[src/rtl/hazard_pkg.sv]
// Shared constants and types for the RV32 hazard scoreboard.
// Latency classes give the cycles until a result is forwardable to EX.
package hazard_pkg;

    localparam int unsigned REG_AW = 5;
    localparam logic [REG_AW-1:0] REG_X0 = '0;

    localparam int unsigned LAT_ALU  = 0;
    localparam int unsigned LAT_LOAD = 1;
    localparam int unsigned LAT_MUL  = 3;

    typedef enum logic {
        CONS_NORMAL = 1'b0,
        CONS_BRANCH = 1'b1
    } consumer_e;

endpackage

[src/rtl/hazard_sb_entry.sv]
// One scoreboard entry: a countdown of cycles until the pending
// result of a register is usable; a new set wins over the decrement.
module hazard_sb_entry #(
    parameter int CNT_W = 3
) (
    input  logic             clk,
    input  logic             rst_n,
    input  logic             freeze,
    input  logic             set,
    input  logic [CNT_W-1:0] set_val,
    output logic [CNT_W-1:0] cnt,
    output logic             nonzero
);

    assign nonzero = |cnt;

    always_ff @(posedge clk or negedge rst_n) begin
        if (!rst_n) begin
            cnt <= '0;
        end else if (!freeze) begin
            if (set) begin
                cnt <= set_val;
            end else if (nonzero) begin
                cnt <= cnt - CNT_W'(1);
            end
        end
    end

endmodule

[src/rtl/hazard_scoreboard_unit.sv]
// Scoreboard-based hazard unit: per-register countdowns drive IF/ID
// stalls, redirect flushes follow taken control flow, ext_busy freezes all.
module hazard_scoreboard_unit
    import hazard_pkg::*;
#(
    parameter int NUM_REGS     = 32,
    parameter int REG_AW       = 5,
    parameter int MAX_LAT      = 4,
    parameter int BR_EXTRA     = 1,
    parameter int FLUSH_CYCLES = 1,
    parameter int CNT_W        = 3,
    parameter int PERF_W       = 32
) (
    input  logic                clk,
    input  logic                rst_n,
    input  logic                id_valid,
    input  logic [REG_AW-1:0]   id_rs1,
    input  logic [REG_AW-1:0]   id_rs2,
    input  logic                id_rs1_used,
    input  logic                id_rs2_used,
    input  logic [REG_AW-1:0]   id_rd,
    input  logic                id_reg_write,
    input  logic [CNT_W-1:0]    id_lat,
    input  logic                id_is_branch,
    input  logic                id_is_jal,
    input  logic                id_is_jalr,
    input  logic                id_br_taken,
    input  logic                ext_busy,
    output logic                pc_write,
    output logic                if_id_hold,
    output logic                if_id_flush,
    output logic                id_ex_ctrl_flush,
    output logic [NUM_REGS-1:0] pending_mask,
    output logic [PERF_W-1:0]   stall_cycles
);

    localparam int FL_W = (FLUSH_CYCLES > 1) ? $clog2(FLUSH_CYCLES) : 1;

    logic [CNT_W-1:0]    cnt [NUM_REGS];
    logic [NUM_REGS-1:0] busy;
    logic [FL_W-1:0]     flush_cnt;
    logic [CNT_W-1:0]    lat_sat;
    logic [CNT_W-1:0]    set_val;
    consumer_e           cons;
    logic                flush_active;
    logic                data_stall;
    logic                redirect;
    logic                issue;
    logic                issue_wr;

    // EX consumers can take a forwarded value BR_EXTRA cycles earlier
    function automatic logic src_hazard(
        input logic              used,
        input logic [REG_AW-1:0] rs,
        input logic [CNT_W-1:0]  c,
        input consumer_e         kind
    );
        logic hit;
        hit = used && (rs != REG_AW'(REG_X0));
        if (kind == CONS_BRANCH) begin
            return hit && (c != '0);
        end
        return hit && (c > CNT_W'(BR_EXTRA));
    endfunction

    assign cons = (id_is_branch || id_is_jalr) ? CONS_BRANCH : CONS_NORMAL;

    assign flush_active = (flush_cnt != '0);

    assign data_stall = id_valid && !flush_active &&
        (src_hazard(id_rs1_used, id_rs1, cnt[id_rs1], cons) ||
         src_hazard(id_rs2_used, id_rs2, cnt[id_rs2], cons));

    assign redirect = id_valid && !data_stall && !flush_active &&
        (id_is_jal || id_is_jalr || (id_is_branch && id_br_taken));

    assign issue    = id_valid && !ext_busy && !data_stall && !flush_active;
    assign issue_wr = issue && id_reg_write && (id_rd != REG_AW'(REG_X0));

    assign lat_sat = (id_lat > CNT_W'(MAX_LAT)) ? CNT_W'(MAX_LAT) : id_lat;
    assign set_val = lat_sat + CNT_W'(BR_EXTRA);

    assign cnt[0]  = '0;
    assign busy[0] = 1'b0;

    for (genvar r = 1; r < NUM_REGS; r++) begin : g_entry
        hazard_sb_entry #(
            .CNT_W (CNT_W)
        ) u_entry (
            .clk     (clk),
            .rst_n   (rst_n),
            .freeze  (ext_busy),
            .set     (issue_wr && (id_rd == REG_AW'(r))),
            .set_val (set_val),
            .cnt     (cnt[r]),
            .nonzero (busy[r])
        );
    end

    assign pending_mask = busy;

    // Reset forces the documented idle outputs regardless of inputs
    always_comb begin
        pc_write         = 1'b1;
        if_id_hold       = 1'b1;
        if_id_flush      = 1'b0;
        id_ex_ctrl_flush = 1'b0;
        if (rst_n) begin
            if (ext_busy) begin
                pc_write   = 1'b0;
                if_id_hold = 1'b0;
            end else if (data_stall) begin
                pc_write         = 1'b0;
                if_id_hold       = 1'b0;
                id_ex_ctrl_flush = 1'b1;
            end else if (redirect || flush_active) begin
                if_id_flush = 1'b1;
            end
        end
    end

    always_ff @(posedge clk or negedge rst_n) begin
        if (!rst_n) begin
            flush_cnt <= '0;
        end else if (!ext_busy) begin
            if (redirect) begin
                flush_cnt <= FL_W'(FLUSH_CYCLES - 1);
            end else if (flush_active) begin
                flush_cnt <= flush_cnt - FL_W'(1);
            end
        end
    end

    always_ff @(posedge clk or negedge rst_n) begin
        if (!rst_n) begin
            stall_cycles <= '0;
        end else if (!ext_busy && data_stall && !(&stall_cycles)) begin
            stall_cycles <= stall_cycles + PERF_W'(1);
        end
    end

endmodule

[config.mk]
export PLATFORM = sky130hd
export DESIGN_NAME = hazard_scoreboard_unit
export DESIGN_NICKNAME = d
export VERILOG_FILES = /design/src/rtl/hazard_pkg.sv /design/src/rtl/hazard_sb_entry.sv /design/src/rtl/hazard_scoreboard_unit.sv
export SDC_FILE = /design/constraint.sdc
export NUM_CORES = 1
export LEC_CHECK = 0
export ABC_AREA = 1
export BUFFER_PORTS_ARGS = -buffer_cell sky130_fd_sc_hd__buf_2
export CAP_MARGIN = 0
export CORE_ASPECT_RATIO = 0.5
export CORE_MARGIN = 2
export CORE_UTILIZATION = 30
export DETAILED_ROUTE_END_ITERATION = 7
export PLACE_DENSITY_LB_ADDON = 0.08
export SLEW_MARGIN = 20
export SYNTH_ARGS = -nofsm -noshare
export SYNTH_HDL_FRONTEND = slang
export SYNTH_SLANG_ARGS = --single-unit
[constraint.sdc]
create_clock -name clk -period 5.85 [get_ports clk]
set_clock_uncertainty 0.05 [all_clocks]
set_input_delay 1.17 -clock clk [delete_from_list [all_inputs] [get_ports clk]]
set_output_delay 1.17 -clock clk [all_outputs]
set_load 0.1 [all_outputs]
-- Yosys cells after proc, flatten, opt, wreduce, memory -nomap -nowiden
Cells that the tools add are included.
- register bits after elaboration: 126
- input bits: 29
- output and inout port bits: 68
- word-level logic and storage cells: 351
- add/subtract/negate cells: 34
- magnitude comparators: 5
- equal/unequal tests: 31
- mux-type cells: 87
- bitwise gates (word level): 3
- reductions and logical operators: 158
- operator list (operator ; count):
    $mux 3 ; 67
    $reduce_or 3->1 ; 31
    $sub 3x1->3 const B ; 31
    $eq 5x5->1 const B ; 16
    $reduce_and 2->1 ; 31
    $reduce_bool 2->1 ; 31
    $logic_and 1x1->1 ; 50
    $eq 5x4->1 const B ; 8
    $add 32x1->32 const B ; 1
    $reduce_and 32->1 ; 1
    $bmux 3 s5 ; 2
    $eq 5x3->1 const B ; 4
    $mux 1 ; 18
    $reduce_bool 5->1 ; 3
    $ge 6x6->1 const B ; 2
    $not 5->6 ; 2
    $eq 5x2->1 const B ; 2
    $gt 3x1->1 const B ; 2
    $reduce_bool 3->1 ; 2
    $eq 5x1->1 const B ; 1
    $logic_or 1x1->1 ; 5
    $logic_not 1->1 ; 4
    $add 3x1->3 const B ; 1
    $gt 3x3->1 const B ; 1
    other kinds (2) ; 2

-- Logic depth before layout (Yosys ltp)
- depth in word-level cells: 19
- gate-level depth with buffers: 19
- gate-level depth less buffers: 17

-- Modules after synthesis
Synthesis repeated with hierarchy kept, for this count alone.
- cells, all modules: 1713
- area, all modules: 11482.3 um^2
- by module, submodules not included (module ; instances ; cells an instance ; area an instance (um^2) ; seq. area each (um^2)):
    hazard_sb_entry ; 31 ; 31 ; 231.5 ; 75.1
    hazard_scoreboard_unit ; 1 ; 752 ; 4306.6 ; 800.8

-- Worst setup path before layout
No wires, ideal clock.
- path kind: input to output
- start point: input id_rs1[0]
- end point: output if_id_flush
- arrival time: 4.399 ns
- data required time: 4.630 ns
- setup slack: 0.231 ns
- cell stages on the path: 11
- buffers on the path: 2
- cells stage by stage: buf_4 buf_2 nor3_1 nor2_1 nor2_1 nor2_1 nand2_1 nand3_1 nand3_2 nand2_2 a211oi_1
- cells in the longest elaborated chain, start to end: 19
- elaborated cells on any way between the ends: 23
- classes of those cells: order compare (1); mux (9); bitwise (1); reduce/logical (12)
- ends and longest elaborated chain (element ; RTL line ; RTL):
    start, declared ; hazard_scoreboard_unit.sv:17 ; input logic [REG_AW-1:0] id_rs1,
    branches (longest 7 deep; another with $gt 3x1->1) ; -- ;
    $mux 1 (*) ; hazard_scoreboard_unit.sv:63 ; return hit && (c > CNT_W'(BR_EXTRA));
    $logic_or 1x1->1 (*) ; hazard_scoreboard_unit.sv:71 ; (src_hazard(id_rs1_used, id_rs1, cnt[id_rs1], cons) ||
    $logic_and 1x1->1 (*) ; hazard_scoreboard_unit.sv:70 ; assign data_stall = id_valid && !flush_active &&
    $logic_not 1->1 ; hazard_scoreboard_unit.sv:74 ; assign redirect = id_valid && !data_stall && !flush_active &&
    $logic_and 1x1->1 (3 in a row) ; hazard_scoreboard_unit.sv:74 ;
    $logic_or 1x1->1 ; hazard_scoreboard_unit.sv:116 ; end else if (redirect || flush_active) begin
    $mux 1 ; hazard_scoreboard_unit.sv:116 ;
    $mux 1 (*) ; hazard_scoreboard_unit.sv:112 ; end else if (data_stall) begin
    $mux 1 (*) ; hazard_scoreboard_unit.sv:109 ; if (ext_busy) begin
    $mux 1 (*) ; hazard_scoreboard_unit.sv:108 ; if (rst_n) begin
    end, declared ; hazard_scoreboard_unit.sv:31 ; output logic if_id_flush,
Every way passes the cells marked *. The select of a mux whose other input is x is not followed.

-- Worst setup path in the final report
- start point: input id_rs2[1]
- end point: output if_id_hold
- cells in the longest elaborated chain, start to end: 13
- elaborated cells on any way between the ends: 17
- classes of those cells: order compare (1); mux (8); bitwise (1); reduce/logical (7)
- ends and longest elaborated chain (element ; RTL line ; RTL):
    start, declared ; hazard_scoreboard_unit.sv:18 ; input logic [REG_AW-1:0] id_rs2,
    branches (longest 7 deep; another with $gt 3x1->1) ; -- ;
    $mux 1 (*) ; hazard_scoreboard_unit.sv:63 ;
    $logic_or 1x1->1 (*) ; hazard_scoreboard_unit.sv:71 ;
    $logic_and 1x1->1 (*) ; hazard_scoreboard_unit.sv:70 ;
    $mux 1 (*) ; hazard_scoreboard_unit.sv:112 ;
    $mux 1 (*) ; hazard_scoreboard_unit.sv:109 ;
    $mux 1 (*) ; hazard_scoreboard_unit.sv:108 ;
    end, declared ; hazard_scoreboard_unit.sv:30 ; output logic if_id_hold,
Marked as above.

==> flow_summary_export.csv <==
group,metric,value,unit
sta,hold_viol_final,0,
die,die_x,276,um
clocking,cts_hold_buf,0,
place,place_congestion,0.920,
place,io_buffers,95,
die,coreArea,36200,um2
pwr,power_density,528,nW/um2
synthesis,synthArstFlopShare,1.00,
sta,period_minus_slack,5.14,ns
setup_path,start_kind,"primary input",
pwr,leakagePower,6.91,nW
detailed_routing,firstDrtPassIters,8,
setup_path,arrival,3.92,ns
finish,nFillCells,4115,
detailed_routing,via_per_inst,4.83,
min_path,min_delay_path_depth,2,
place,dp_hpwl,28800,um
setup_path,reg2reg_to,"g_entry[2].u_entry.cnt[0]$_DFFE_PN0P_",
min_path,hold_end,"g_entry[30].u_entry.cnt[0]$_DFFE_PN0P_",
synthesis,yosys.area.top_type,"dfrtp_1",
clocking,root_buffer,"clkbuf_16",
synthesis,synth_ff_type,"dfrtp_1",
die,dieArea,38600,um2
synthesis,synth.top_cell.area_share,0.282,
setup_path,endpoint_kind,"primary output",
synthesis,synth-edff-count,0,
global_routing,grtUsageTotal,0.214,
die,rows,49,
status,status,"complete, but fails checks",
setup_path,slowest_stage,"buf_2",
sta,relSlewSlack,0.332,
pwr,p_sw,3.64,mW
setup_path,critPathKind,"in -> out",
detailed_routing,drt_iter0_drc,914,
sta,setup_tns,0,ns
pwr,pwr-share-seq,0.237,
finish,layout-drive-gt1-share,0.0841,
die,dieHeight,140,um
setup_path,cp.buffers_inverters,4,
synthesis,synth_area,11100,um2
global_routing,first_global_vias,10600,
synthesis,syn-instance-count,1810,
setup_path,critPathTopFamily,"simple AND/OR/NAND/NOR gates",
sta,finalCritPeriodShare,0.878,
finish,final_common_cell,"nand2_1",
sta,rsz0062_at_grt,"no",
synthesis,ys_ff_latch,125,
detailed_routing,ant_nets,0,
pwr,intPower,2.85,mW
min_path,min_path_type,"reg -> reg",
finish,synthToLayoutAreaGrowth,10.8,%
clocking,cts_resized,0,
setup_path,cp_max_fo,19,
sta,max_freq,0.195,GHz
setup_path,rr_startpoint,"g_entry[21].u_entry.cnt[2]$_DFFE_PN0P_",
clocking,clk-insertion-delay-late,0.46,ns
pwr,p_sw_frac,0.561,
synthesis,synth_cell_types,33,
sta,tightestPinTransition,1.00,ns
global_routing,grt_max_degree,94,
setup_path,critical-path-top-cell-by-count,"nand2_1",
setup_path,rrSetupSlack,2.54,ns
clocking,cts_sinks,125,
detailed_routing,wl_per_cell,17.3,um
synthesis,synth_nets,1903,
clocking,numCtsBuffers,17,
detailed_routing,drc,1,
synthesis,yosysWarnings,0,
synthesis,ys_seq_area_frac,0.282,
setup_path,rr_worst_depth,16,
global_routing,grt_antenna_before_repair,1,
die,start_util,0.307,
run,maxCapViolations,0,
finish,num_antenna_cells,0,
pwr,finalPower,6.49,mW
status,violations,"DRC",
synthesis,avgSynthCellArea,6.13,um2
pwr,ir_drop,0.265,mV
finish,layout_common_cells,"783 x nand2_1, 216 x nand3_1, 203 x inv_1",
setup_path,worstPathRequired,4.63,ns
detailed_routing,wl,40500,um
global_routing,overflow,0,
clocking,post_cts_buffers,0,
clocking,clk_pin_slew_worst_paths,0.06,ns
sta,drv_slew,0,
clocking,cts_buffer_depth,2,
setup_path,worstPathCellList,"buf_2 -> nand2_1 -> inv_2 -> nand2_1 -> nand2_1 -> inv_1 -> nand3_1 -> nand3_1 -> nand3_1 -> nand3_1 -> nand3_2 -> nand2_2 -> nand2_1 -> nand2_1 -> nand2_1 -> buf_2",
pwr,clkPwrFrac,0.161,
global_routing,grt_first_pass_wirelength,63000,um
detailed_routing,vias,11300,
pwr,pwr-share-comb,0.602,
clocking,htree_levels,4,
sta,setup_violations,0,
finish,final_cells,2339,
clocking,cts_tree,"yes",
place,dpl.cell_count,2310,
finish,final_nets,1938,
min_path,hold_start,"g_entry[30].u_entry.cnt[0]$_DFFE_PN0P_",
synthesis,synthTopCellsByArea,"dfrtp_1 28%, nand2_1 26%, nand3_1 9.7%",
die,pin_count,97,
setup_path,slowest_delay,0.43,ns
==> sequential cells by signal, summed over array words and instances (netlist names) <==
signal / flops
stall_cycles: 32
g_entry.u_entry.cnt: 93
==> through the flow <==
step | utilization | worst slack, ns | instance area (um2) | hold WS, ns
finish | 0.340 | 0.714 | 12300 | 0.427
floorplan | - | 0.231 | 11100 | 0.399
global route | 0.340 | 0.588 | 12300 | 0.444
CTS | 0.340 | 0.778 | 12300 | 0.431
detailed placement | 0.325 | 0.790 | 11800 | 0.417
global placement | 0.325 | 0.740 | 11800 | 0.412
==> synthesized netlist by cell type (all sizes together) (30+ instances only) <==
| master | number |
|---|---|
| nand2 | 786 |
| nand3 | 218 |
| inv | 209 |
| dfrtp | 125 |
| nor2 | 107 |
| buf | 74 |
| ha | 64 |
| xor2 | 53 |
| a21oi | 43 |
| nand4 | 38 |
| o21ai | 30 |
==> cell families (layout without fill, tap and decap cells) <==
family | after synthesis | count (layout) | share of synthesized area
AO/OA/AOI/OAI | 76 | 76 | 0.0351
XOR/XNOR | 60 | 60 | 0.0474
adder cells (fa/ha/maj) | 64 | 64 | 0.0722
buffers and inverters | 304 | 349 | 0.121
flip-flops | 125 | 125 | 0.282
other | 1 | 1 | 0.000338
AND/OR/NAND/NOR | 1180 | 1180 | 0.442
==> power groups by stage <==
| stage | combinational (mW) | clock, mW | sequential, mW |
|---|---|---|---|
| 2_1_floorplan | 3.23 | 0 | 1.51 |
| 3_3_place_gp | 3.93 | 0 | 1.56 |
| 3_5_place_dp | 3.91 | 0 | 1.54 |
| 4_1_cts | 3.92 | 1.07 | 1.53 |
| 5_1_grt | 4.39 | 1.11 | 1.58 |
| 6_report | 3.90 | 1.04 | 1.54 |
==> cell type report <==
| class | count | area [um2] | share of cell area |
|---|---|---|---|
| clock buffer | 22 | 464 | 0.0378 |
| multi-input combinational | 1381 | 6640 | 0.540 |
| clock inverter | 7 | 67.6 | 0.00550 |
| tap | 484 | 606 | 0.0493 |
| inverter | 210 | 791 | 0.0643 |
| sequential | 125 | 3130 | 0.254 |
| timing repair buffer | 110 | 594 | 0.0484 |
==> worst register-to-register path, delay by kind of cell (launching register included) <==
family,cells,cell delay [ns]
and+or+nand+nor,14,1.90
buffers and inverters,1,0.77
DFF,1,0.42
AOI/OAI and AO/OA,1,0.12
==> metal layers <==
metal  global-route usage  vias up  share of wire
li1                     -     5706              -
met1                0.307     5258           0.49
met2                0.324      284           0.43
met3               0.0482       42          0.057
met4               0.0498        2          0.015
met5                    0        -        0.00035
==> how the worst max path moves through the flow <==
stage,from,end,slack [ns],depth (start not counted)
CTS,id_rs2[1],if_id_hold,0.78,16
global placement,id_rs2[1],if_id_hold,0.74,16
global route,id_rs2[1],pc_write,0.59,16
floorplan,id_rs1[0],if_id_flush,0.23,11
finish,id_rs2[1],if_id_hold,0.71,16
detailed placement,id_rs2[1],if_id_hold,0.79,16
Power figures use the tool's default switching activity.
